### src/rtl/xy_avg_pkg.sv
// xy_avg_pkg: state encoding and accumulator sizing shared by the averaging block and the iteration controller.
package xy_avg_pkg;

    localparam logic [1:0] ST_IDLE = 2'd0;
    localparam logic [1:0] ST_ACC  = 2'd1;
    localparam logic [1:0] ST_DIV  = 2'd2;
    localparam logic [1:0] ST_DONE = 2'd3;

    typedef enum logic [1:0] {
        IDLE = ST_IDLE,
        ACC  = ST_ACC,
        DIV  = ST_DIV,
        DONE = ST_DONE
    } state_e;

    // Wide enough that a full batch of extreme samples never overflows.
    function automatic int sum_w(input int data_w, input int n_log2);
        return data_w + n_log2;
    endfunction

endpackage

### src/rtl/xy_avg_accum_if.sv
// xy_avg_accum_if: sample/average handshake and read-back port between the iteration controller (master) and xy_avg_accum (slave).
interface xy_avg_accum_if #(
    parameter int DATA_W = 16,
    parameter int N_LOG2 = 4
);

    logic                     clear_in;
    logic                     xy_valid_in;
    logic signed [DATA_W-1:0] x_in;
    logic signed [DATA_W-1:0] y_in;
    logic                     avg_valid_out;
    logic signed [DATA_W-1:0] x_avg;
    logic signed [DATA_W-1:0] y_avg;
    logic                     busy;
    logic                     drop_flag;
    logic                     rd_en;
    logic [N_LOG2-1:0]        rd_idx;
    logic signed [DATA_W-1:0] rd_x;
    logic signed [DATA_W-1:0] rd_y;
    logic                     rd_valid;

    modport master (
        output clear_in, xy_valid_in, x_in, y_in, rd_en, rd_idx,
        input  avg_valid_out, x_avg, y_avg, busy, drop_flag, rd_x, rd_y, rd_valid
    );

    modport slave (
        input  clear_in, xy_valid_in, x_in, y_in, rd_en, rd_idx,
        output avg_valid_out, x_avg, y_avg, busy, drop_flag, rd_x, rd_y, rd_valid
    );

endinterface

### src/rtl/xy_sample_buf.sv
// xy_sample_buf: 2^A-entry sample store, one write port and one registered read port (read-before-write).
module xy_sample_buf #(
    parameter int W = 32,
    parameter int A = 4
) (
    input  logic         clk,
    input  logic         rst_n,
    input  logic         we_i,
    input  logic [A-1:0] waddr_i,
    input  logic [W-1:0] wdata_i,
    input  logic         re_i,
    input  logic [A-1:0] raddr_i,
    output logic [W-1:0] rdata_o
);

    logic [W-1:0] mem_q [1<<A];
    logic [W-1:0] rdata_q;

    always_ff @(posedge clk) begin
        if (we_i) mem_q[waddr_i] <= wdata_i;
    end

    always_ff @(posedge clk or negedge rst_n) begin
        if (!rst_n) rdata_q <= '0;
        else if (re_i) rdata_q <= mem_q[raddr_i];
    end

    assign rdata_o = rdata_q;

endmodule

### src/rtl/xy_avg_accum.sv
// xy_avg_accum: collects a batch of 2^N_LOG2 signed (x, y) samples, presents their means and serves indexed read-back.
// Define AVG_ROUND_EN to round the means half toward +inf (saturated) instead of flooring.
module xy_avg_accum
    import xy_avg_pkg::*;
#(
    parameter int DATA_W = 16,
    parameter int N_LOG2 = 4
) (
    input logic           clk,
    input logic           rst_n,
    xy_avg_accum_if.slave bus
);

    localparam int SUM_W = sum_w(DATA_W, N_LOG2);
    localparam int N     = 1 << N_LOG2;
    localparam logic [N_LOG2-1:0] LAST = N_LOG2'(N - 1);

`ifdef AVG_ROUND_EN
    localparam int SW1 = SUM_W + 1;
    localparam logic signed [SW1-1:0] AVG_MAX = {{(SW1-DATA_W+1){1'b0}}, {(DATA_W-1){1'b1}}};
    localparam logic signed [SW1-1:0] AVG_MIN = {{(SW1-DATA_W+1){1'b1}}, {(DATA_W-1){1'b0}}};
    localparam logic signed [SW1-1:0] HALF    = SW1'(1 << (N_LOG2 - 1));
`endif

    state_e                   state_q;
    logic [N_LOG2-1:0]        cnt_q, cnt_d;
    logic signed [SUM_W-1:0]  sum_x_q, sum_x_d, sum_y_q, sum_y_d;
    logic signed [DATA_W-1:0] x_avg_q, y_avg_q;
    logic                     avg_valid_q, drop_q, rd_valid_q;
    logic                     wr_en;
    logic [2*DATA_W-1:0]      rd_data;

    function automatic logic signed [DATA_W-1:0] avg_of(input logic signed [SUM_W-1:0] s);
`ifdef AVG_ROUND_EN
        logic signed [SW1-1:0] w;
        w = (SW1'(s) + HALF) >>> N_LOG2;
        return (w > AVG_MAX) ? DATA_W'(AVG_MAX) : (w < AVG_MIN) ? DATA_W'(AVG_MIN) : DATA_W'(w);
`else
        return DATA_W'(s >>> N_LOG2);
`endif
    endfunction

    // Clear wins over a coincident strobe, so the buffer must not see that sample either.
    assign wr_en = bus.xy_valid_in && !bus.clear_in && (state_q == IDLE || state_q == ACC);

    always_comb begin
        sum_x_d = (state_q == IDLE ? '0 : sum_x_q) + SUM_W'(bus.x_in);
        sum_y_d = (state_q == IDLE ? '0 : sum_y_q) + SUM_W'(bus.y_in);
        cnt_d   = cnt_q + N_LOG2'(1);
    end

    always_ff @(posedge clk or negedge rst_n) begin
        if (!rst_n) begin
            state_q     <= IDLE;
            cnt_q       <= '0;
            sum_x_q     <= '0;
            sum_y_q     <= '0;
            x_avg_q     <= '0;
            y_avg_q     <= '0;
            avg_valid_q <= 1'b0;
            drop_q      <= 1'b0;
            rd_valid_q  <= 1'b0;
        end else begin
            rd_valid_q <= bus.rd_en & avg_valid_q;
            if (bus.clear_in) begin
                state_q     <= IDLE;
                cnt_q       <= '0;
                sum_x_q     <= '0;
                sum_y_q     <= '0;
                x_avg_q     <= '0;
                y_avg_q     <= '0;
                avg_valid_q <= 1'b0;
                drop_q      <= 1'b0;
            end else begin
                if (bus.xy_valid_in && (state_q == DIV || state_q == DONE)) drop_q <= 1'b1;
                case (state_q)
                    // cnt_q is 0 in IDLE and LAST >= 1, so IDLE always moves to ACC.
                    IDLE, ACC: if (wr_en) begin
                        sum_x_q <= sum_x_d;
                        sum_y_q <= sum_y_d;
                        cnt_q   <= cnt_d;
                        state_q <= (cnt_q == LAST) ? DIV : ACC;
                    end
                    DIV: begin
                        x_avg_q     <= avg_of(sum_x_q);
                        y_avg_q     <= avg_of(sum_y_q);
                        avg_valid_q <= 1'b1;
                        state_q     <= DONE;
                    end
                    default: ;
                endcase
            end
        end
    end

    xy_sample_buf #(
        .W (2 * DATA_W),
        .A (N_LOG2)
    ) u_buf (
        .clk     (clk),
        .rst_n   (rst_n),
        .we_i    (wr_en),
        .waddr_i (cnt_q),
        .wdata_i ({bus.x_in, bus.y_in}),
        .re_i    (bus.rd_en),
        .raddr_i (bus.rd_idx),
        .rdata_o (rd_data)
    );

    assign bus.avg_valid_out = avg_valid_q;
    assign bus.x_avg         = x_avg_q;
    assign bus.y_avg         = y_avg_q;
    assign bus.busy          = (state_q == ACC) || (state_q == DIV);
    assign bus.drop_flag     = drop_q;
    assign bus.rd_x          = rd_data[2*DATA_W-1:DATA_W];
    assign bus.rd_y          = rd_data[DATA_W-1:0];
    assign bus.rd_valid      = rd_valid_q;

endmodule

### src/flat_wrapper.sv
// flat-port wrapper written by rule: the top's interface ports become plain ports
module xy_avg_accum_flat import xy_avg_pkg::*;
#(
    parameter int DATA_W = 16,
    parameter int N_LOG2 = 4
)
  (clk, rst_n, bus_clear_in, bus_xy_valid_in, bus_x_in, bus_y_in, bus_rd_en, bus_rd_idx, bus_avg_valid_out, bus_x_avg, bus_y_avg, bus_busy, bus_drop_flag, bus_rd_x, bus_rd_y, bus_rd_valid);
  xy_avg_accum_if #(.DATA_W(DATA_W), .N_LOG2(N_LOG2)) bus_i ();
  input logic clk;
  input logic rst_n;
  input wire logic [$bits(bus_i.clear_in)-1:0] bus_clear_in;
  input wire logic [$bits(bus_i.xy_valid_in)-1:0] bus_xy_valid_in;
  input wire logic [$bits(bus_i.x_in)-1:0] bus_x_in;
  input wire logic [$bits(bus_i.y_in)-1:0] bus_y_in;
  input wire logic [$bits(bus_i.rd_en)-1:0] bus_rd_en;
  input wire logic [$bits(bus_i.rd_idx)-1:0] bus_rd_idx;
  output wire logic [$bits(bus_i.avg_valid_out)-1:0] bus_avg_valid_out;
  output wire logic [$bits(bus_i.x_avg)-1:0] bus_x_avg;
  output wire logic [$bits(bus_i.y_avg)-1:0] bus_y_avg;
  output wire logic [$bits(bus_i.busy)-1:0] bus_busy;
  output wire logic [$bits(bus_i.drop_flag)-1:0] bus_drop_flag;
  output wire logic [$bits(bus_i.rd_x)-1:0] bus_rd_x;
  output wire logic [$bits(bus_i.rd_y)-1:0] bus_rd_y;
  output wire logic [$bits(bus_i.rd_valid)-1:0] bus_rd_valid;
  assign bus_i.clear_in = bus_clear_in;
  assign bus_i.xy_valid_in = bus_xy_valid_in;
  assign bus_i.x_in = bus_x_in;
  assign bus_i.y_in = bus_y_in;
  assign bus_i.rd_en = bus_rd_en;
  assign bus_i.rd_idx = bus_rd_idx;
  assign bus_avg_valid_out = bus_i.avg_valid_out;
  assign bus_x_avg = bus_i.x_avg;
  assign bus_y_avg = bus_i.y_avg;
  assign bus_busy = bus_i.busy;
  assign bus_drop_flag = bus_i.drop_flag;
  assign bus_rd_x = bus_i.rd_x;
  assign bus_rd_y = bus_i.rd_y;
  assign bus_rd_valid = bus_i.rd_valid;
  xy_avg_accum #(.DATA_W(DATA_W), .N_LOG2(N_LOG2)) u_core (.clk(clk), .rst_n(rst_n), .bus(bus_i));
endmodule
### config.mk
export PLATFORM = sky130hd
export DESIGN_NAME = xy_avg_accum_flat
export DESIGN_NICKNAME = d
export VERILOG_FILES = /design/src/rtl/xy_avg_pkg.sv /design/src/rtl/xy_avg_accum_if.sv /design/src/rtl/xy_sample_buf.sv /design/src/rtl/xy_avg_accum.sv /design/src/flat_wrapper.sv
export SDC_FILE = /design/constraint.sdc
export NUM_CORES = 1
export LEC_CHECK = 0
export ABC_CLOCK_PERIOD_IN_PS = 3900
export BUFFER_PORTS_ARGS = -buffer_cell sky130_fd_sc_hd__buf_2
export CELL_PAD_IN_SITES_DETAIL_PLACEMENT = 1
export CELL_PAD_IN_SITES_GLOBAL_PLACEMENT = 1
export CORE_MARGIN = 10
export CORE_UTILIZATION = 48
export DETAILED_ROUTE_END_ITERATION = 7
export GPL_ROUTABILITY_DRIVEN = 0
export PLACE_DENSITY_LB_ADDON = 0.1
export SLEW_MARGIN = 20
export SYNTH_ARGS = -nofsm -noshare
export SYNTH_HDL_FRONTEND = slang
export SYNTH_SLANG_ARGS = --single-unit
### constraint.sdc
create_clock -name clk -period 3.9 [get_ports clk]
set_input_delay 0.975 -clock clk [delete_from_list [all_inputs] [get_ports clk]]
set_output_delay 0.975 -clock clk [all_outputs]
set_load 0.005 [all_outputs]
**Word-level counts from Yosys, hierarchy flattened**

Memories as Yosys holds them, arrays and structs flattened. A register that Yosys moved wholly into a read port is not among the register bits.
Index checks and enable logic that the tools add are counted.

- $add $sub $neg: 3
- Eq/ne operators: 5
- Multiplexer cells: 25
- Bitwise operators: 1
- Reductions and logical operators: 17

Operators with widths:

| kind | number |
|---|---|
| $mux W20 | 8 |
| $mux W16 | 4 |
| $add A20 B20 Y20 | 2 |
| $mux W4 | 3 |
| $reduce_bool A2 Y1 | 4 |
| $mux W1 | 6 |
| $mux W2 | 3 |
| $add A4 B1 Y4 const B | 1 |
| $eq A2 B2 Y1 const B | 2 |
| $eq A4 B4 Y1 const B | 1 |
| $pmux W2 S2 | 1 |
| $reduce_and A2 Y1 | 2 |
| $logic_and A1 B1 Y1 | 3 |
| $logic_or A1 B1 Y1 | 3 |
| $ne A3 B3 Y1 const B | 1 |
| $reduce_bool A3 Y1 | 1 |
| $eq A2 B1 Y1 const B | 1 |
| $logic_not A1 Y1 | 2 |
| $logic_not A2 Y1 | 1 |
| $reduce_or A2 Y1 | 1 |
| $and A1 B1 Y1 | 1 |

- Bits in registers: 81
- Bits in writable memories: 512
- Input bits: 41
- Logic and storage cells: 61
- Memories kept: 1

Memories:

| memory | words | width | rd ports | clocked after Yosys merged registers in | wr ports | line | source |
|---|---|---|---|---|---|---|---|
| u_core.u_buf.mem_q | 16 | 32 | 1 | 1 | 1 | xy_sample_buf.sv:16 | `logic [W-1:0] mem_q [1<<A];` |

**Logic depth before layout (Yosys ltp)**

Gate-level depths: netlist (run 1).

- Word-level depth: 6
- Gate-level depth with buffers: 14
- Mapped depth without buffers: 13

**Modules after synthesis**

Synthesis (run 1) repeated with hierarchy kept, for this count alone.

- Cells, all modules: 1,457
- Area total of the unflattened synthesis: 26,180.1 sq um

By module, submodules not included:

| module | times used | cells an instance | area an instance (sq um) | seq. area each (sq um) |
|---|---|---|---|---|
| xy_sample_buf | 1 | 876 | 20,788.7 | 16,175.5 |
| xy_avg_accum | 1 | 581 | 5,391.4 | 2,026.9 |

**Worst setup path before layout (run 1)**

OpenSTA, ideal clock, no wires.

- Path kind: input to register
- From: in bus_xy_valid_in
- To: mem u_core.u_buf.mem_q[15][0] (enable)
- Data arrival time: 3.727 ns
- Slack: -0.288 ns
- Cell stages on the path: 4
- Path buffers: 2
- Cell sequence: o21ai_0 -> clkbuf_1 -> clkbuf_1 -> nor3_1

- Word-level cells in the longest chain between the ends: 4

RTL lines:

| what | line | source |
|---|---|---|
| start, declared | flat_wrapper.sv:12 | `input wire logic [$bits(bus_i.xy_valid_in)-1:0] bus_xy_valid_in;` |
| $logic_and A1 B1 Y1 (2 in a row) | xy_avg_accum.sv:44 | `assign wr_en = bus.xy_valid_in && !bus.clear_in && (state_q == IDLE \|\| state_q == ACC);` |
| $mux W1 | xy_sample_buf.sv:20 | `if (we_i) mem_q[waddr_i] <= wdata_i;` |
| $mux W1 (not written as such) | xy_sample_buf.sv:20 |  |
| end, declared | xy_sample_buf.sv:16 |  |

Every way passes these cells.

**Worst setup path in the final report (run 1)**

- From: reg u_core.state_q[0]
- To: reg u_core.sum_x_q[18]

- Word-level cells in the longest chain between the ends: 6
- Elaborated cells on any way between the ends: 13

RTL lines:

| what | line | source |
|---|---|---|
| start, declared | xy_avg_accum.sv:25 | `state_e state_q;` |
| start signal, assigned | xy_avg_accum.sv:82 | `state_q <= (cnt_q == LAST) ? DIV : ACC;` |
| $logic_not A2 Y1 | xy_avg_accum.sv:44, xy_avg_accum.sv:47, xy_avg_accum.sv:76 |  |
| $mux W20 | xy_avg_accum.sv:47 | `sum_x_d = (state_q == IDLE ? '0 : sum_x_q) + SUM_W'(bus.x_in);` |
| $add A20 B20 Y20 | xy_avg_accum.sv:47 |  |
| $mux W20 | xy_avg_accum.sv:78 | `IDLE, ACC: if (wr_en) begin` |
| $mux W20 | xy_avg_accum.sv:76 | `case (state_q)` |
| $mux W20 | xy_avg_accum.sv:65 | `if (bus.clear_in) begin` |
| end signal, assigned | xy_avg_accum.sv:79 | `sum_x_q <= sum_x_d;` |
| end, declared | xy_avg_accum.sv:27 | `logic signed [SUM_W-1:0] sum_x_q, sum_x_d, sum_y_q, sum_y_d;` |

Parallel ways exist; a longest one is shown, timed or not. The select of a mux whose other input is x is not followed.
A chain may end at the register's enable or synchronous reset.

==> results of run 1 <==
-- layout make-up --
type / count / area [µm²] / area share, %
flip-flops and latches: 625 / 18200 / 61.3
well taps: 688 / 861 / 2.90
repair buffers: 150 / 1170 / 3.95
multi-input cells: 675 / 7290 / 24.6
clock buffers: 97 / 1950 / 6.58
inverters: 13 / 48.8 / 0.164
clock inverters: 24 / 155 / 0.523
-- final timing paths --
kind	startpoint	endpoint	slack, ps
min	rst_n	u_core.bus.y_avg[12]	320
max	u_core.state_q[0]	u_core.sum_x_q[18]	320
min in group clk	u_core.u_buf.rdata_o[10]	u_core.u_buf.rdata_o[10]	500
max in group asynchronous	rst_n	u_core.u_buf.rdata_o[28]	2770
max reg2reg	u_core.state_q[0]	u_core.sum_x_q[18]	320
min reg2reg	u_core.u_buf.rdata_o[10]	u_core.u_buf.rdata_o[10]	500
-- sequential cells by signal, indices dropped and copies added (netlist names) --
| name | count |
|---|---|
| u_core.sum_y_q | 20 |
| u_core.bus.x_avg | 16 |
| u_core.bus.avg_valid_out | 1 |
| u_core.cnt_q | 4 |
| u_core.u_buf.rdata_o | 32 |
| u_core.bus.y_avg | 16 |
| u_core.bus.drop_flag | 1 |
| u_core.state_q | 2 |
| u_core.bus.rd_valid | 1 |
| u_core.u_buf.mem_q | 512 |
| u_core.sum_x_q | 20 |
-- stage by stage --
step | cell area (µm²) | util, %
floorplan | 25800 | -
global placement | 27600 | 52.1
detailed placement | 27600 | 52.1
CTS | 29700 | 56.1
global route | 29700 | 56.1
finish | 29700 | 56.1
-- cell usage in the layout, fill, tap and decap left out, types with 5 or more instances in the layout --
cell type  Yosys  final
nor3_1         6      5
a211oi_1       9      9
mux2_2        32     32
dfrtp_1      113    113
clkbuf_8       0      9
nand3b_1       6      6
buf_2         11    105
a21oi_1       59     59
a21o_1        16     16
xnor2_1       19     19
nand3_1        9      9
mux2i_1       35     35
nand2_1       66     66
xor2_1        12     12
clkinv_1       0      9
mux4_2       160    160
buf_12         0     24
edfxtp_1     512    512
clkbuf_16      0     71
nor2b_1       41     40
inv_1         13     13
buf_4          4     19
and2_2         0     11
clkbuf_1      40     18
clkinv_2       0      7
o21ai_0       17     16
ha_1          46     44
nor2_1        63     63
-- kinds of logic after synthesis --
group / Yosys count / synth area share (%)
flops: 625 / 70.7
mux: 227 / 16.8
simple gates: 227 / 4.27
compound gates: 142 / 3.56
buf+inv: 81 / 1.29
fa+ha+maj: 48 / 2.39
xor+xnor: 31 / 1.05
-- metal layers --
| metal | up-vias | part of all wire [%] |
|---|---|---|
| met4 | 4 | 1.4 |
| met2 | 300 | 49 |
| li1 | 5807 | - |
| met3 | 60 | 4.6 |
| met1 | 7209 | 45 |
| met5 | - | 0.022 |
-- power by group through the flow --
stage / logic (µW) / registers, µW / clock network [µW]
floorplan: 1060 / 7670 / 0
global placement: 1650 / 7690 / 0
detailed placement: 1690 / 7700 / 0
CTS: 1700 / 7560 / 6240
global route: 1850 / 7590 / 6510
finish: 1670 / 7560 / 6100
-- synthesized netlist by cell type (all sizes together) (4+ instances only) --
| master | instances |
|---|---|
| edfxtp | 512 |
| nor3 | 6 |
| nand3b | 6 |
| a211oi | 10 |
| inv | 13 |
| nor2b | 41 |
| and2 | 15 |
| nand3 | 9 |
| mux4 | 160 |
| nand2 | 66 |
| mux2i | 35 |
| a21o | 16 |
| o21ai | 19 |
| nor2 | 63 |
| mux2 | 32 |
| ha | 46 |
| clkbuf | 40 |
| o21a | 4 |
| a22o | 4 |
| xor2 | 12 |
| a31oi | 5 |
| xnor2 | 19 |
| dfrtp | 113 |
| a21oi | 61 |
| buf | 28 |
| and3 | 7 |
-- critical path, cell delays in order, from the launching register on --
cell	delay, ps
dfrtp_1	420
inv_1	160
ha_2	380
nor2b_1	90
ha_1	220
fa_1	450
a21o_1	210
a21o_1	230
a21oi_2	190
o31ai_1	180
a311o_1	400
o31ai_2	240
xnor2_1	100
a22o_1	180
==> flow_summary.yaml, run 1 <==
outcome:
  status: "completed"
global_routing:
  met3_usage_pct: 2.85
  gr-usage-met2_pct: 32.6
  grt.total_usage_pct: 20.1
  grt_pass1_vias: 14600
  antenna_found_initial: 2
  grt_busiest_layer: "met2"
  grt_pass1_wl_mm: 94.6
  gr-total-overflow: 0
  gr-usage-met1_pct: 28.2
  grt_max_degree: 74
yosys:
  synth.cell_area_um2: 25800
  yosys.area.top_type: "edfxtp_1"
  synth_flop_cell: "edfxtp_1"
  synth_top_area_share_pct: 59.7
  syn_inst: 1381
  yosysWarnings: 0
  synth_nets: 1470
  syn_avg_cell_area_um2: 18.6
  ys_seq_area_share_pct: 70.7
  ys_top_cells_by_area: "edfxtp_1 60%, mux4_2 14%, dfrtp_1 11%"
  synth-edff-count: 512
  async_flop_share_pct: 18.1
  ys_ff_latch: 625
  ys_types: 59
sta:
  hold_viol: 0
  setup_slack_ps: 315
  slew_viol_final: 0
  hold_slack_ps: 318
  rsz0062_at_grt: "false"
  relSlewSlack_pct: 31.3
  timing.final.crit_period_ps: 3580
  finalSetupTns_ps: 0
  fin_skew_ps: 17.8
  worst_pin_slew_ps: 1030
  period_share_pct: 91.9
  setup_violations: 0
  fmax_mhz: 279
worst_setup_path:
  arrival_ps: 4050
  startpoint_type: "flop"
  reg2regPathDepth: 13
  worstPathMaxFanout: 8
  cp.required_ps: 4360
  path_class: "flop to flop"
  worst_setup_path_end_kind: "flop"
drt:
  drc_errors: 0
  drt_iter0_drc: 1168
  final_antenna_net_count: 0
  wl_per_cell_um: 27.6
  viasPerCell: 5.89
  firstDrtPassIters: 7
  drt-total-wl_mm: 62.6
  vias: 13400
cells_and_area:
  final_nets: 1620
  stdcell_count: 2272
  n_antenna_cell: 0
  fill_cells: 4717
  drive_gt1_share_pct: 29.5
  area_growth_pct: 15.3
clocking:
  post-cts-setup-buffers: 0
  clock_sinks: 625
  clk_pin_slew_ps: 60
  cts_buffers: 66
  post_cts_resized: 0
  clockBufferDepth: 3
  cts_max_level: 3
  cts_tree: "yes"
  clock_latency_ps: 600
  cts_hold_buf: 0
  clockRootBuffer: "clkbuf_16"
power_and_ir_drop:
  p_switching_uw: 3630
  combPwrFrac_pct: 10.9
  peakVddDrop_mv: 0.261
  internal_power_uw: 11700
  netSwitchingFraction_pct: 23.7
  powerDensity_nw_per_um2: 517
  p_clk_share_pct: 39.8
  power.total_uw: 15300
  power.leakage_uw: 0.0105
  seq_power_share_pct: 49.3
min_path:
  hold_class: "input port to async pin"
floorplanning:
  rows: 84
  die_w_um: 252
  start_util_pct: 48.7
  die_h_um: 252
  io_pins: 109
  core_area_um2: 52900
  die_area_um2: 63300
placement:
  io_buffers: 108
  dp_cells: 2151
  hpwlAfterDp_mm: 36.2
  dpl_worst_slack_ps: 151
job:
  drv_cap: 0
No activity file was read; power rests on OpenSTA's default activity.
==> run 2, diff against run 1 <==
--- a/config.mk
+++ b/config.mk
@@ -9,10 +9,11 @@
 export BUFFER_PORTS_ARGS = -buffer_cell sky130_fd_sc_hd__buf_2
 export CELL_PAD_IN_SITES_DETAIL_PLACEMENT = 1
 export CELL_PAD_IN_SITES_GLOBAL_PLACEMENT = 1
-export CORE_MARGIN = 10
+export CORE_MARGIN = 8
 export CORE_UTILIZATION = 48
 export DETAILED_ROUTE_END_ITERATION = 7
 export GPL_ROUTABILITY_DRIVEN = 0
+export MAX_ROUTING_LAYER = met4
 export PLACE_DENSITY_LB_ADDON = 0.1
 export SLEW_MARGIN = 20
 export SYNTH_ARGS = -nofsm -noshare
==> flow_summary.yaml, run 2 (synthesis gave the netlist of run 1 again) <==
sta:
  setup_violations: 0
  slew_viol_final: 0
  timing.final.crit_period_ps: 3630
  period_share_pct: 93.0
  hold_viol: 0
  setup_slack_ps: 274
  fmax_mhz: 276
  finalSetupTns_ps: 0
  worst_pin_slew_ps: 895
  fin_skew_ps: 20.5
  rsz0062_at_grt: "false"
  relSlewSlack_pct: 40.4
drt:
  drt-total-wl_mm: 61.9
  final_antenna_net_count: 0
  vias: 13400
  viasPerCell: 5.86
  drt_iter0_drc: 998
  firstDrtPassIters: 6
  drc_errors: 0
  wl_per_cell_um: 27.1
clocking:
  post-cts-setup-buffers: 0
  clk_pin_slew_ps: 60
  clock_sinks: 625
  cts_hold_buf: 0
  cts_buffers: 68
  cts_tree: "yes"
  cts_max_level: 3
  clockBufferDepth: 3
  post_cts_resized: 0
  clock_latency_ps: 600
  clockRootBuffer: "clkbuf_16"
floorplanning:
  core_area_um2: 53400
  io_pins: 109
  rows: 85
  die_h_um: 248
  die_area_um2: 61300
  start_util_pct: 48.2
  die_w_um: 248
outcome:
  status: "completed"
worst_setup_path:
  cp_slowest_cell: "or4b_1"
  crit_buf_inv: 2
  path_delay_family: "compound AO/OA/AOI/OAI gates"
  path_class: "flop to flop"
  max_stage_delay_ps: 510
  worstPathMaxFanout: 24
  cp_cell_sequence: "inv_1 > ha_2 > buf_4 > nor2b_1 > ha_1 > o21ai_0 > a21oi_1 > a31oi_1 > nor2_1 > a211oi_2 > a21oi_1 > or4b_1 > a31oi_1"
  cp.required_ps: 4390
  worst_setup_path_end_kind: "flop"
  arrival_ps: 4120
  startpoint_type: "flop"
power_and_ir_drop:
  powerDensity_nw_per_um2: 529
  peakVddDrop_mv: 0.343
  power.leakage_uw: 0.0105
cells_and_area:
  final_nets: 1622
  drive_gt1_share_pct: 29.6
  top_register: "u_core.u_buf.mem_q"
  area_growth_pct: 15.8
  final_common_cell: "edfxtp_1"
  largest_reg_flops: 512
  mostFrequentLayoutCells: "512 x edfxtp_1, 160 x mux4_2, 113 x dfrtp_1"
  stdcell_count: 2286
placement:
  dp_cells: 2159
  dpl_worst_slack_ps: 166
  hpwlAfterDp_mm: 35.7
  io_buffers: 108
global_routing:
  gr-usage-met1_pct: 29.1
  grt.total_usage_pct: 21.3
  gr-total-overflow: 0
  antenna_found_initial: 2
  grt_max_degree: 81
  grt_pass1_vias: 14700
  gr-usage-met2_pct: 34.4
  grt_busiest_layer: "met2"
  grt_pass1_wl_mm: 93.6
  met3_usage_pct: 2.68
min_path:
  hold_class: "input port to async pin"
job:
  drv_cap: 0
## run 2: power breakdown
part / internal, µW / leakage (µW) / switching [µW]
Clock: 3940 / 0.00109 / 2590
Sequential: 7440 / 0.00609 / 131
Combinational: 701 / 0.00334 / 959
Total: 12100 / 0.0105 / 3670
## run 2: path summary, 6_finish.rpt
kind | from | to | slack, ps | depth (start not counted)
max reg2reg | u_core.state_q[0] | u_core.sum_y_q[18] | 270 | 13
max in group asynchronous | rst_n | u_core.u_buf.rdata_o[14] | 2630 | 2
min in group clk | u_core.u_buf.rdata_o[25] | u_core.u_buf.rdata_o[25] | 500 | 1
max | u_core.state_q[0] | u_core.sum_y_q[18] | 270 | 13
min reg2reg | u_core.u_buf.rdata_o[25] | u_core.u_buf.rdata_o[25] | 500 | 1
min | rst_n | u_core.bus.x_avg[2] | 430 | 1
## run 2: area by class of cell
type | count | area (µm²)
clock inverter | 26 | 338
multi-input combinational | 675 | 7280
timing repair buffer | 150 | 1140
sequential | 625 | 18200
fill | 4776 | 23600
antenna | 2 | 5.00
tap | 696 | 871
clock buffer | 99 | 1940
inverter | 13 | 48.8
## run 2: routing by layer
layer	routed length, µm	vias to the layer above
met4	912	0
li1	-	5813
met2	30400	299
met5	0	-
met3	2710	63
met1	27900	7225
## run 2: per-stage QoR
step | total power [µW] | hold WS, ps | util, % | instance area, µm²
4_1_cts | 15900 | 464 | 55.8 | 29800
3_5_place_dp | 9390 | 495 | 51.6 | 27500
2_1_floorplan | 8730 | 480 | - | 25800
5_1_grt | 16300 | 493 | 55.9 | 29800
3_3_place_gp | 9340 | 484 | 51.6 | 27500
6_report | 15800 | 432 | 55.9 | 29800
==> run 3, diff against run 2 <==
--- a/config.mk
+++ b/config.mk
@@ -9,8 +9,9 @@
 export BUFFER_PORTS_ARGS = -buffer_cell sky130_fd_sc_hd__buf_2
 export CELL_PAD_IN_SITES_DETAIL_PLACEMENT = 1
 export CELL_PAD_IN_SITES_GLOBAL_PLACEMENT = 1
-export CORE_MARGIN = 8
-export CORE_UTILIZATION = 48
+export CORE_MARGIN = 2
+export CORE_UTILIZATION = 50
+export CTS_BUF_LIST = sky130_fd_sc_hd__clkbuf_8
 export DETAILED_ROUTE_END_ITERATION = 7
 export GPL_ROUTABILITY_DRIVEN = 0
 export MAX_ROUTING_LAYER = met4
==> flow_summary.yaml, run 3 (synthesis gave the netlist of run 1 again) <==
floorplanning:
  die_w_um: 231
  start_util_pct: 50.4
  core_area_um2: 51100
  die_area_um2: 53300
  die_h_um: 231
  io_pins: 109
  rows: 83
worst_setup_path:
  worstReg2RegStart: "u_core.state_q[0]"
  startpoint_type: "flop"
  worst_setup_path_end_kind: "flop"
  worstPathMaxFanout: 29
  path_class: "flop to flop"
  r2r_end: "u_core.sum_y_q[18]"
  arrival_ps: 4170
  reg2reg_slack_ps: 330
  cp.required_ps: 4490
  reg2regPathDepth: 13
sta:
  hold_slack_ps: 451
  fin_skew_ps: 33.1
  timing.final.crit_period_ps: 3570
  setup_violations: 0
  period_share_pct: 91.6
  fmax_mhz: 280
  hold_viol: 0
  finalSetupTns_ps: 0
  rsz0062_at_grt: "false"
  slew_viol_final: 0
  relSlewSlack_pct: 33.0
  worst_pin_slew_ps: 1000
global_routing:
  grt_pass1_vias: 14800
  grt.total_usage_pct: 24.5
  grt_pass1_wl_mm: 92.5
  antenna_found_initial: 2
  grt_max_degree: 91
  gr-total-overflow: 0
power_and_ir_drop:
  combPwrFrac_pct: 11.2
  powerDensity_nw_per_um2: 496
  internal_power_uw: 11000
  power.leakage_uw: 0.0106
  netSwitchingFraction_pct: 24.6
  p_switching_uw: 3600
  p_clk_share_pct: 37.1
  peakVddDrop_mv: 0.323
  seq_power_share_pct: 51.8
clocking:
  clock_latency_ps: 680
  cts_max_level: 3
  clockBufferDepth: 3
  clock_sinks: 625
  clockRootBuffer: "clkbuf_8"
  cts_tree: "yes"
  post-cts-setup-buffers: 0
  post_cts_resized: 0
  clk_pin_slew_ps: 60
  cts_buffers: 102
  cts_hold_buf: 0
drt:
  firstDrtPassIters: 5
  drt-total-wl_mm: 60.8
  vias: 13700
  wl_per_cell_um: 26.1
  viasPerCell: 5.85
  final_antenna_net_count: 0
  drc_errors: 0
  drt_iter0_drc: 1179
cells_and_area:
  largest_reg_flops: 512
  stdcell_count: 2335
  final_util_pct: 57.7
  top_register: "u_core.u_buf.mem_q"
  final_common_cell: "edfxtp_1"
  final_nets: 1655
  final_cell_area_um2: 29500
  area_growth_pct: 14.5
  drive_gt1_share_pct: 30.4
  mostFrequentLayoutCells: "512 x edfxtp_1, 160 x mux4_2, 119 x clkbuf_8"
placement:
  hpwlAfterDp_mm: 35.3
  place_area_um2: 27500
  io_buffers: 108
  dp_cells: 2142
job:
  drv_cap: 0
outcome:
  status: "completed"
min_path:
  hold_class: "input port to async pin"
## run 3: worst max-delay path: stages, from the launching register on
cell and delay [ps]:
dfrtp_1 410, inv_1 150, ha_2 300, buf_4 380, nor2b_1 90, ha_1 340
a21oi_1 220, o211ai_1 160, a31oi_1 300, nor2_1 100, a211oi_2 230, a21oi_1 120
or4b_1 520, a31oi_1 140
## run 3: how the worst max path moves through the flow
| stage | from | end |
|---|---|---|
| after floorplan | u_core.state_q[0] | u_core.sum_y_q[18] |
| after global placement | bus_y_in[0] | u_core.sum_y_q[18] |
| after detailed placement | bus_y_in[0] | u_core.sum_y_q[18] |
| after CTS | u_core.state_q[0] | u_core.sum_y_q[18] |
| after global routing | u_core.state_q[0] | u_core.sum_y_q[18] |
| final | u_core.state_q[0] | u_core.sum_y_q[18] |
## run 3: power groups by stage
stage          sequential [µW]  combinational [µW]  clock, µW
5_1_grt                   7590                1810       5850
3_3_place_gp              7700                1620          0
2_1_floorplan             7670                1060          0
6_report                  7570                1630       5420
4_1_cts                   7570                1660       5570
3_5_place_dp              7710                1650          0
## run 3: area by class of cell
type                       instances  area, µm²
antenna                            2       5.00
clock buffer                     118       1620
clock inverter                    73        358
fill                            4613      21600
inverter                          13       48.8
multi-input combinational        675       7280
sequential                       625      18200
tap                              680        851
timing repair buffer             149       1130
## run 3: metal layers
metal | part of all wire, % | wire, µm | vias up | global-route usage (%)
met2 | 48 | 29300 | 417 | 37.8
li1 | - | - | 5914 | -
met1 | 45 | 27100 | 7251 | 34.2
met3 | 5.4 | 3260 | 74 | 3.82
met4 | 1.9 | 1140 | 0 | 7.36
met5 | 0 | 0 | - | -
## run 3: per-stage QoR
step / power [µW] / setup WS (ps)
after CTS: 14800 / 345
after floorplan: 8730 / 607
final: 14600 / 328
after global routing: 15300 / 43.1
after global placement: 9310 / 180
after detailed placement: 9360 / 106
